### src/rtl/frame_hdr_extract_if.sv
// Bundles the pointer/data FIFO read ports, output byte stream and header
// descriptor handshake of frame_hdr_extract. master is the extractor side.
interface frame_hdr_extract_if;
  logic        ptr_sfifo_empty;
  logic        ptr_sfifo_rd;
  logic [15:0] ptr_sfifo_dout;
  logic        sfifo_rd;
  logic [7:0]  sfifo_dout;
  logic        out_space_ok;
  logic        out_data_wr;
  logic [7:0]  out_data;
  logic        out_sof;
  logic        out_eof;
  logic        hdr_valid;
  logic        hdr_ack;
  logic [47:0] hdr_dmac;
  logic [47:0] hdr_smac;
  logic [3:0]  hdr_src_port;
  logic [10:0] hdr_len;
  logic        drop_pulse;

  modport master (
    input  ptr_sfifo_empty, ptr_sfifo_dout, sfifo_dout, out_space_ok, hdr_ack,
    output ptr_sfifo_rd, sfifo_rd, out_data_wr, out_data, out_sof, out_eof,
           hdr_valid, hdr_dmac, hdr_smac, hdr_src_port, hdr_len, drop_pulse
  );

  modport slave (
    output ptr_sfifo_empty, ptr_sfifo_dout, sfifo_dout, out_space_ok, hdr_ack,
    input  ptr_sfifo_rd, sfifo_rd, out_data_wr, out_data, out_sof, out_eof,
           hdr_valid, hdr_dmac, hdr_smac, hdr_src_port, hdr_len, drop_pulse
  );
endinterface

### src/rtl/frame_hdr_extract.sv
// Pops one frame descriptor plus its bytes, streams accepted frames out,
// extracts DMAC/SMAC and presents a header descriptor; bad frames are drained.
module frame_hdr_extract #(
  parameter int unsigned MIN_LEN = 60,
  parameter int unsigned MAX_LEN = 1518
) (
  input  logic                 clk_sys,
  input  logic                 rstn_sys,
  frame_hdr_extract_if.master  bus
);

  localparam logic [10:0] MIN_L = 11'(MIN_LEN);
  localparam logic [10:0] MAX_L = 11'(MAX_LEN);

  typedef enum logic [2:0] {IDLE, PTR_RD, PTR_CAP, DATA, DRAIN, HDR} state_t;

  state_t      state_q, state_d;
  logic        boot_q, boot_d;
  logic        drop_q, drop_d;
  logic        wr_q, wr_d;
  logic [10:0] cnt_q, cnt_d;
  logic [10:0] len_q, len_d;
  logic [3:0]  port_q, port_d;
  logic [3:0]  hidx_q, hidx_d;
  logic [47:0] dmac_q, dmac_d;
  logic [47:0] smac_q, smac_d;

  logic        desc_err;
  logic [3:0]  desc_port;
  logic [10:0] desc_len;

  assign desc_err  = bus.ptr_sfifo_dout[15];
  assign desc_port = bus.ptr_sfifo_dout[14:11];
  assign desc_len  = bus.ptr_sfifo_dout[10:0];

  always_comb begin
    state_d = state_q;
    boot_d  = 1'b1;
    drop_d  = drop_q;
    cnt_d   = cnt_q;
    len_d   = len_q;
    port_d  = port_q;
    hidx_d  = hidx_q;
    dmac_d  = dmac_q;
    smac_d  = smac_q;
    wr_d    = (state_q == DATA) && !drop_q;

    // Header bytes are OR-ed into fields cleared at descriptor capture.
    if (wr_q) begin
      if (hidx_q < 4'd6) begin
        dmac_d = dmac_q | ({bus.sfifo_dout, 40'h0} >> {hidx_q, 3'b000});
      end else if (hidx_q < 4'd12) begin
        smac_d = smac_q | ({bus.sfifo_dout, 40'h0} >> {hidx_q - 4'd6, 3'b000});
      end
      if (hidx_q != 4'd12) hidx_d = hidx_q + 4'd1;
    end

    case (state_q)
      IDLE: begin
        if (boot_q && !bus.ptr_sfifo_empty && bus.out_space_ok) state_d = PTR_RD;
      end
      PTR_RD: state_d = PTR_CAP;
      PTR_CAP: begin
        len_d   = desc_len;
        port_d  = desc_port;
        drop_d  = desc_err || (desc_len < MIN_L) || (desc_len > MAX_L);
        cnt_d   = '0;
        hidx_d  = '0;
        dmac_d  = '0;
        smac_d  = '0;
        state_d = (desc_len == '0) ? IDLE : DATA;
      end
      DATA: begin
        cnt_d = cnt_q + 11'd1;
        if (cnt_q == len_q - 11'd1) state_d = DRAIN;
      end
      DRAIN: state_d = drop_q ? IDLE : HDR;
      HDR: begin
        if (bus.hdr_ack) state_d = IDLE;
      end
      default: state_d = IDLE;
    endcase
  end

  always_ff @(posedge clk_sys or negedge rstn_sys) begin
    if (!rstn_sys) begin
      state_q <= IDLE;
      boot_q  <= 1'b0;
      drop_q  <= 1'b0;
      wr_q    <= 1'b0;
      cnt_q   <= '0;
      len_q   <= '0;
      port_q  <= '0;
      hidx_q  <= '0;
      dmac_q  <= '0;
      smac_q  <= '0;
    end else begin
      state_q <= state_d;
      boot_q  <= boot_d;
      drop_q  <= drop_d;
      wr_q    <= wr_d;
      cnt_q   <= cnt_d;
      len_q   <= len_d;
      port_q  <= port_d;
      hidx_q  <= hidx_d;
      dmac_q  <= dmac_d;
      smac_q  <= smac_d;
    end
  end

  // Byte k is on sfifo_dout the cycle after its pop, so the strobe cycle
  // forwards it directly; the last byte lands in DRAIN.
  assign bus.ptr_sfifo_rd = (state_q == PTR_RD);
  assign bus.sfifo_rd     = (state_q == DATA);
  assign bus.out_data_wr  = wr_q;
  assign bus.out_data     = wr_q ? bus.sfifo_dout : '0;
  assign bus.out_sof      = wr_q && (hidx_q == '0);
  assign bus.out_eof      = wr_q && (state_q == DRAIN);
  assign bus.hdr_valid    = (state_q == HDR);
  assign bus.hdr_dmac     = dmac_q;
  assign bus.hdr_smac     = smac_q;
  assign bus.hdr_src_port = port_q;
  assign bus.hdr_len      = len_q;
  assign bus.drop_pulse   = ((state_q == PTR_CAP) && (desc_len == '0)) ||
                            ((state_q == DRAIN) && drop_q);

endmodule

### src/flat_wrapper.sv
// flat-port wrapper written by rule: the top's interface ports become plain ports
module frame_hdr_extract_flat 
#(
  parameter int unsigned MIN_LEN = 60,
  parameter int unsigned MAX_LEN = 1518
)
  (clk_sys, rstn_sys, bus_ptr_sfifo_empty, bus_ptr_sfifo_dout, bus_sfifo_dout, bus_out_space_ok, bus_hdr_ack, bus_ptr_sfifo_rd, bus_sfifo_rd, bus_out_data_wr, bus_out_data, bus_out_sof, bus_out_eof, bus_hdr_valid, bus_hdr_dmac, bus_hdr_smac, bus_hdr_src_port, bus_hdr_len, bus_drop_pulse);
  frame_hdr_extract_if bus_i ();
  input  logic clk_sys;
  input  logic rstn_sys;
  input wire logic [$bits(bus_i.ptr_sfifo_empty)-1:0] bus_ptr_sfifo_empty;
  input wire logic [$bits(bus_i.ptr_sfifo_dout)-1:0] bus_ptr_sfifo_dout;
  input wire logic [$bits(bus_i.sfifo_dout)-1:0] bus_sfifo_dout;
  input wire logic [$bits(bus_i.out_space_ok)-1:0] bus_out_space_ok;
  input wire logic [$bits(bus_i.hdr_ack)-1:0] bus_hdr_ack;
  output wire logic [$bits(bus_i.ptr_sfifo_rd)-1:0] bus_ptr_sfifo_rd;
  output wire logic [$bits(bus_i.sfifo_rd)-1:0] bus_sfifo_rd;
  output wire logic [$bits(bus_i.out_data_wr)-1:0] bus_out_data_wr;
  output wire logic [$bits(bus_i.out_data)-1:0] bus_out_data;
  output wire logic [$bits(bus_i.out_sof)-1:0] bus_out_sof;
  output wire logic [$bits(bus_i.out_eof)-1:0] bus_out_eof;
  output wire logic [$bits(bus_i.hdr_valid)-1:0] bus_hdr_valid;
  output wire logic [$bits(bus_i.hdr_dmac)-1:0] bus_hdr_dmac;
  output wire logic [$bits(bus_i.hdr_smac)-1:0] bus_hdr_smac;
  output wire logic [$bits(bus_i.hdr_src_port)-1:0] bus_hdr_src_port;
  output wire logic [$bits(bus_i.hdr_len)-1:0] bus_hdr_len;
  output wire logic [$bits(bus_i.drop_pulse)-1:0] bus_drop_pulse;
  assign bus_i.ptr_sfifo_empty = bus_ptr_sfifo_empty;
  assign bus_i.ptr_sfifo_dout = bus_ptr_sfifo_dout;
  assign bus_i.sfifo_dout = bus_sfifo_dout;
  assign bus_i.out_space_ok = bus_out_space_ok;
  assign bus_i.hdr_ack = bus_hdr_ack;
  assign bus_ptr_sfifo_rd = bus_i.ptr_sfifo_rd;
  assign bus_sfifo_rd = bus_i.sfifo_rd;
  assign bus_out_data_wr = bus_i.out_data_wr;
  assign bus_out_data = bus_i.out_data;
  assign bus_out_sof = bus_i.out_sof;
  assign bus_out_eof = bus_i.out_eof;
  assign bus_hdr_valid = bus_i.hdr_valid;
  assign bus_hdr_dmac = bus_i.hdr_dmac;
  assign bus_hdr_smac = bus_i.hdr_smac;
  assign bus_hdr_src_port = bus_i.hdr_src_port;
  assign bus_hdr_len = bus_i.hdr_len;
  assign bus_drop_pulse = bus_i.drop_pulse;
  frame_hdr_extract #(.MIN_LEN(MIN_LEN), .MAX_LEN(MAX_LEN)) u_core (.clk_sys(clk_sys), .rstn_sys(rstn_sys), .bus(bus_i));
endmodule
### config.mk
export PLATFORM = sky130hd
export DESIGN_NAME = frame_hdr_extract_flat
export DESIGN_NICKNAME = d
export VERILOG_FILES = /design/src/rtl/frame_hdr_extract_if.sv /design/src/rtl/frame_hdr_extract.sv /design/src/flat_wrapper.sv
export SDC_FILE = /design/constraint.sdc
export NUM_CORES = 1
export LEC_CHECK = 0
export CORE_MARGIN = 3
export CORE_UTILIZATION = 52
export DETAILED_ROUTE_END_ITERATION = 12
export HOLD_SLACK_MARGIN = 0.12
export PLACE_DENSITY_LB_ADDON = 0.2
export SLEW_MARGIN = 20
export SYNTH_ARGS = -nofsm -noshare
export SYNTH_HDL_FRONTEND = slang
export SYNTH_SLANG_ARGS = --single-unit
### constraint.sdc
create_clock -name clk_sys -period 4.67 [get_ports clk_sys]
set_input_delay 0.934 -clock clk_sys [delete_from_list [all_inputs] [get_ports clk_sys]]
set_output_delay 0.934 -clock clk_sys [all_outputs]
set_load 0.1 [all_outputs]
; Word level (Yosys, flattened, before mapping)
; Index checks and enable logic that the tools add are counted.
[classes]
order_cmp = 4
mux = 18
bitwise_logic = 2
reduce_logical = 24
n_eq_ne = 11
addsub = 4
shift = 2
[op_table]
columns = cell, count
row1 = 48-bit 2-to-1 mux, 7
row2 = 48-bit OR, 2
row3 = 48-bit by 7-bit right shift with 48-bit output, 2
row4 = 11-bit case mux with 2 select lines, 1
row5 = 3-bit case mux with 6 select lines, 1
row6 = 3-bit 2-to-1 mux, 4
row7 = 4-bit 2-to-1 mux, 3
row8 = "11-bit by 1-bit adder with 11-bit output, second input constant", 1
row9 = 11-bit equality test, 1
row10 = "11-bit greater-than comparator, second input constant", 1
row11 = 11-bit zero test, 1
row12 = "11-bit by 6-bit less-than comparator with 1-bit output, second input constant", 1
row13 = "11-bit by 1-bit subtractor with 11-bit output, second input constant", 1
row14 = 2-bit nonzero test, 5
row15 = 8-bit 2-to-1 mux, 1
row16 = 1-bit logical AND, 7
row17 = "3-bit by 2-bit equality test with 1-bit output, second input constant", 2
row18 = "3-bit equality test, second input constant", 2
row19 = 3-bit AND reduction, 2
row20 = "4-bit by 1-bit adder with 4-bit output, second input constant", 1
row21 = 4-bit zero test, 1
row22 = "4-bit by 3-bit less-than comparator with 1-bit output, second input constant", 1
row23 = "4-bit less-than comparator, second input constant", 1
row24 = "2-bit by 1-bit != test with 1-bit output, second input constant", 2
row25 = other kinds (9), 14
[totals]
output_inout_bits = 126
ff_bits = 132
input_bits = 29
word_cells = 75

; Logic depth before layout (Yosys ltp)
[depth]
depth_word = 7
mapped_depth = 8
depth_no_buf = 8

; Worst setup path after synthesis
; OpenSTA, ideal clock, no wires.
[synth_path]
kind = flip-flop to output port
from = register u_core.wr_q, in the netlist u_core.bus.out_data_wr
to = output port bus_out_eof
t_required_ns = 3.736
stages_incl_launch_ff = 3
t_arrival_ns = 3.441
path_buffers = 0
setup_slack_ns = 0.295
cell_sequence = dfrtp_1 > inv_1 > nor3b_1
[synth_between]
elab_chain_len = 1
[synth_rtl]
columns = item, line_no
row1 = from (decl), frame_hdr_extract.sv:20  ; logic wr_q, wr_d;
row2 = from (signal assigned), frame_hdr_extract.sv:101  ; wr_q <= wr_d;
row3 = 1-bit logical AND, frame_hdr_extract.sv:118  ; assign bus.out_eof = wr_q && (state_q == DRAIN);
row4 = to (decl), flat_wrapper.sv:21  ; output wire logic [$bits(bus_i.out_eof)-1:0] bus_out_eof;
; Every way passes these cells.

; Final worst setup path
[layout_path]
from = input port bus_ptr_sfifo_dout[9]
to = output port bus_drop_pulse
[layout_between]
elab_chain_len = 3
[layout_rtl]
columns = item, line_no
row1 = from (decl), flat_wrapper.sv:12  ; input wire logic [$bits(bus_i.ptr_sfifo_dout)-1:0] bus_ptr_sfifo_dout;
row2 = 11-bit zero test, frame_hdr_extract.sv:124  ; assign bus.drop_pulse = ((state_q == PTR_CAP) && (desc_len == '0)) ||
row3 = 1-bit logical AND, frame_hdr_extract.sv:124
row4 = 1-bit logical OR, frame_hdr_extract.sv:124
row5 = to (decl), flat_wrapper.sv:27  ; output wire logic [$bits(bus_i.drop_pulse)-1:0] bus_drop_pulse;
; Every way passes these cells.

==> results.sh <==
export IMPL_status="completed"
export IMPL_final_critical_path_setup_slack_ns=0.931
export IMPL_synth_seq_cells=132
export IMPL_min_path_type="flip-flop to flip-flop"
export IMPL_cts_htree_levels=4
export IMPL_via_count=4892
export IMPL_io_buffer_count=154
export IMPL_portion_of_the_clock_cycle_consumed_by_the_worst_path_in_the_final_layout=0.801
export IMPL_postLayoutCellArea_um2=7900
export IMPL_max_cap_violations=0
export IMPL_clock_skew_ns=0.0166
export IMPL_ys_warn_count=0
export IMPL_die_area_um2=12100
export IMPL_worst_ep_required_time_ns=3.74
export IMPL_finalHoldViolCount=0
export IMPL_r2r_slack_ns=2.21
export IMPL_synth_avg_cell_area_um2=10.2
export IMPL_design_power_total_uw=5010
export IMPL_post_synthesis_cell_area_um2=5640
export IMPL_die_y_um=110
export IMPL_finalNetCount=738
export IMPL_timing_setup_tns_ns=0
export IMPL_std_cell_rows=37
export IMPL_final_instance_count_excl_fill=853
export IMPL_antenna_found_initial=0
export IMPL_number_of_global_route_vias_before_repair=4922
export IMPL_vdd_drop_max_mv=0.649
export IMPL_grt_setup_unrepaired="no"
export IMPL_n_antenna_cell=0
export IMPL_slew_limit_headroom=0.297
export IMPL_timing_fmax_mhz=267
export IMPL_number_of_ports_placed_on_the_die_boundary=155
export IMPL_synth_distinct_cells=47
export IMPL_preCtsSetupSlack_ns=0.940
export IMPL_cts_tree="yes"
export IMPL_clkSinkCount=132
export IMPL_path_delay_family="simple AND/OR/NAND/NOR gates"
export IMPL_crit_buf_inv=2
export IMPL_clock_tree_buffer_depth=2
export IMPL_endpoint_kind="output port"
export IMPL_finalWorstPathRequiredPeriod_ns=3.74
export IMPL_timing_worst_slew_pin_value_ns=1.05
export IMPL_place_detailed_instances=821
export IMPL_layout_area_overhead_vs_synth_pct=40.0
export IMPL_crit_top_cell="nor2_1"
export IMPL_power_density_nw_per_um2=634
export IMPL_initial_core_util=0.542
export IMPL_critical_path_cell_chain="clkdlybuf4s50_1 -> or4_1 -> nor2_1 -> nand3_1 -> nor2_1 -> a21oi_1 -> nor2_1 -> buf_4"
export IMPL_placement_cell_area_um2=7310
export IMPL_clk_transition_reported_paths_ns=0.06
export IMPL_worst_path_largest_cell_delay_ns=0.51
export IMPL_start_kind="input pin"
export IMPL_worstPathMaxFanout=3
export IMPL_synthCells=551
export IMPL_detail_route_vias_per_cell=5.74
export IMPL_remaining_drc_errors=0
export IMPL_postCtsSetupRepairBufs=0
export IMPL_synthesis_nets=585
export IMPL_finalWeightedCongestion=0.826
export IMPL_synth_seq_area_share=0.585
export IMPL_cts_resized=0
export IMPL_grt_usage=0.267
export IMPL_clock_insertion_delay_worst_skew_ns=0.51
export IMPL_hpwl_mm=10.5
export IMPL_drt_iter0_markers=340
export IMPL_grt_max_degree=101
export IMPL_grt_first_pass_wirelength_mm=25.0
export IMPL_cts_inserted_buffers=17
export IMPL_clock_root_buffer="clkbuf_8"
export IMPL_timing_final_max_slew_violations=0
export IMPL_final_wl_mm=15.8
export IMPL_timing_critical_path_slowest_stage_cell="or4_1"
export IMPL_timing_worst_setup_path_type="input pin to output port"
export IMPL_drive_gt1_frac=0.117
export IMPL_cts_hold_repair_buffers=0
export IMPL_dieWidth_um=110
export IMPL_arrival_ns=2.81
export IMPL_antenna_violating_nets_post_route=0
export IMPL_post_drt_wl_per_cell_um=18.5
export IMPL_power_leakage_uw=0.00352
export IMPL_coreArea_um2=10400
export IMPL_setup_viol=0
export IMPL_drt_first_pass_iters=5
export IMPL_globalRouteOverflowTotal=0
## per-stage QoR
step,hold slack (ns),utilization
floorplan,0.448,-
global placement,0.476,0.700
detailed placement,0.484,0.702
CTS,0.498,0.759
global route,0.510,0.759
finish,0.493,0.759
## worst reg2reg max path: cells and delay by family, from the launching register on
| family | cells | cell delay [ns] |
|---|---|---|
| AOI/OAI and AO/OA | 2 | 1.09 |
| adders and majority gates | 1 | 0.27 |
| DFF | 1 | 0.47 |
| and+or+nand+nor | 2 | 0.56 |
## logic make-up after synthesis
logic type               share of synthesized area
AO/OA/AOI/OAI                                0.140
AND/OR/NAND/NOR                              0.165
multiplexers                                0.0333
flip-flops                                   0.585
other                                     0.000665
XOR/XNOR                                    0.0326
adder cells (fa/ha/maj)                     0.0111
buffers and inverters                       0.0319
## sequential cells by signal (all words and copies together) (netlist names)
register                 count
u_core.boot_q                1
u_core.hidx_q                4
u_core.cnt_q                11
u_core.bus.hdr_dmac         48
u_core.bus.hdr_src_port      4
u_core.drop_q                1
u_core.bus.hdr_len          11
u_core.state_q               3
u_core.bus.out_data_wr       1
u_core.bus.hdr_smac         48
## cells in the mapped netlist, drive strengths merged
library cell	instances	area, µm²
a2111oi	1	8.76
a211oi	5	52.6
a21bo	1	10.0
a21o	1	7.51
a21oi	56	280
a22o	3	26.3
a2bb2oi	1	8.76
a31oi	50	313
a32oi	1	8.76
a41oi	1	8.76
and2	10	62.6
and3	1	6.26
buf	13	67.6
clkbuf	21	78.8
conb	1	3.75
dfrtp	132	3300
ha	5	62.6
inv	9	33.8
mux2	14	158
mux2i	3	30.0
nand2	18	67.6
nand2b	1	6.26
nand3	8	40.0
nand3b	3	22.5
nand4	5	31.3
nor2	126	485
nor2b	2	12.5
nor3	4	25.0
nor3b	4	30.0
nor4	3	18.8
nor4b	2	30.0
o211ai	1	7.51
o21ai	10	50.1
o31ai	1	7.51
or2	2	12.5
or2b	1	7.51
or3	6	42.5
or3b	1	8.76
or4	3	22.5
xnor2	11	96.3
xor2	10	87.6
## layout make-up
type	count	area, µm²
clock buffers	18	428
clock inverters	14	166
fillers	719	2510
inverters	9	33.8
multi-input cells	376	2160
flip-flops and latches	132	3300
well taps	136	170
repair buffers	168	1640
## layer usage
metal,vias up,global-route usage,wire (µm)
met5,-,0,0
met4,0,0.0783,216
met3,24,0.0839,1410
met2,216,0.426,7590
met1,2418,0.353,6600
li1,2234,-,-
## path summary, 6_finish.rpt
path                                        start                       to  cells past startpoint
hold / removal             u_core.bus.hdr_dmac[4]   u_core.bus.hdr_dmac[4]                      2
setup reg to reg                 u_core.hidx_q[1]  u_core.bus.hdr_smac[16]                      5
hold reg to reg            u_core.bus.hdr_dmac[4]   u_core.bus.hdr_dmac[4]                      2
setup / recovery            bus_ptr_sfifo_dout[9]           bus_drop_pulse                      8
max in group asynchronous                rstn_sys  u_core.bus.hdr_smac[11]                      2
min in group asynchronous                rstn_sys   u_core.bus.hdr_dmac[2]                      1
## power breakdown
part / leakage [µW] / switching [µW] / internal, µW
clock network: 0.000283 / 537 / 790
logic: 0.00145 / 1620 / 560
registers: 0.00179 / 205 / 1290
total: 0.00352 / 2370 / 2640
## placed cells by master (no fill, tap or decap), types with 4 or more instances in the layout
cell type / netlist / final
buf_4: 1 / 23
or3_1: 5 / 5
a31oi_1: 50 / 50
clkbuf_16: 0 / 16
and2_1: 10 / 10
dfrtp_1: 132 / 132
mux2_2: 14 / 14
nand2_1: 18 / 18
a21oi_1: 56 / 56
nor2_2: 5 / 4
ha_1: 5 / 5
clkdlybuf4s50_1: 0 / 143
xor2_1: 10 / 10
xnor2_1: 11 / 11
nand4_1: 5 / 5
inv_6: 0 / 4
nor3b_1: 4 / 4
nor2_1: 121 / 121
nand3_1: 8 / 8
inv_1: 9 / 9
o21ai_0: 10 / 10
Note: power is estimated with default switching activity, not from simulation.
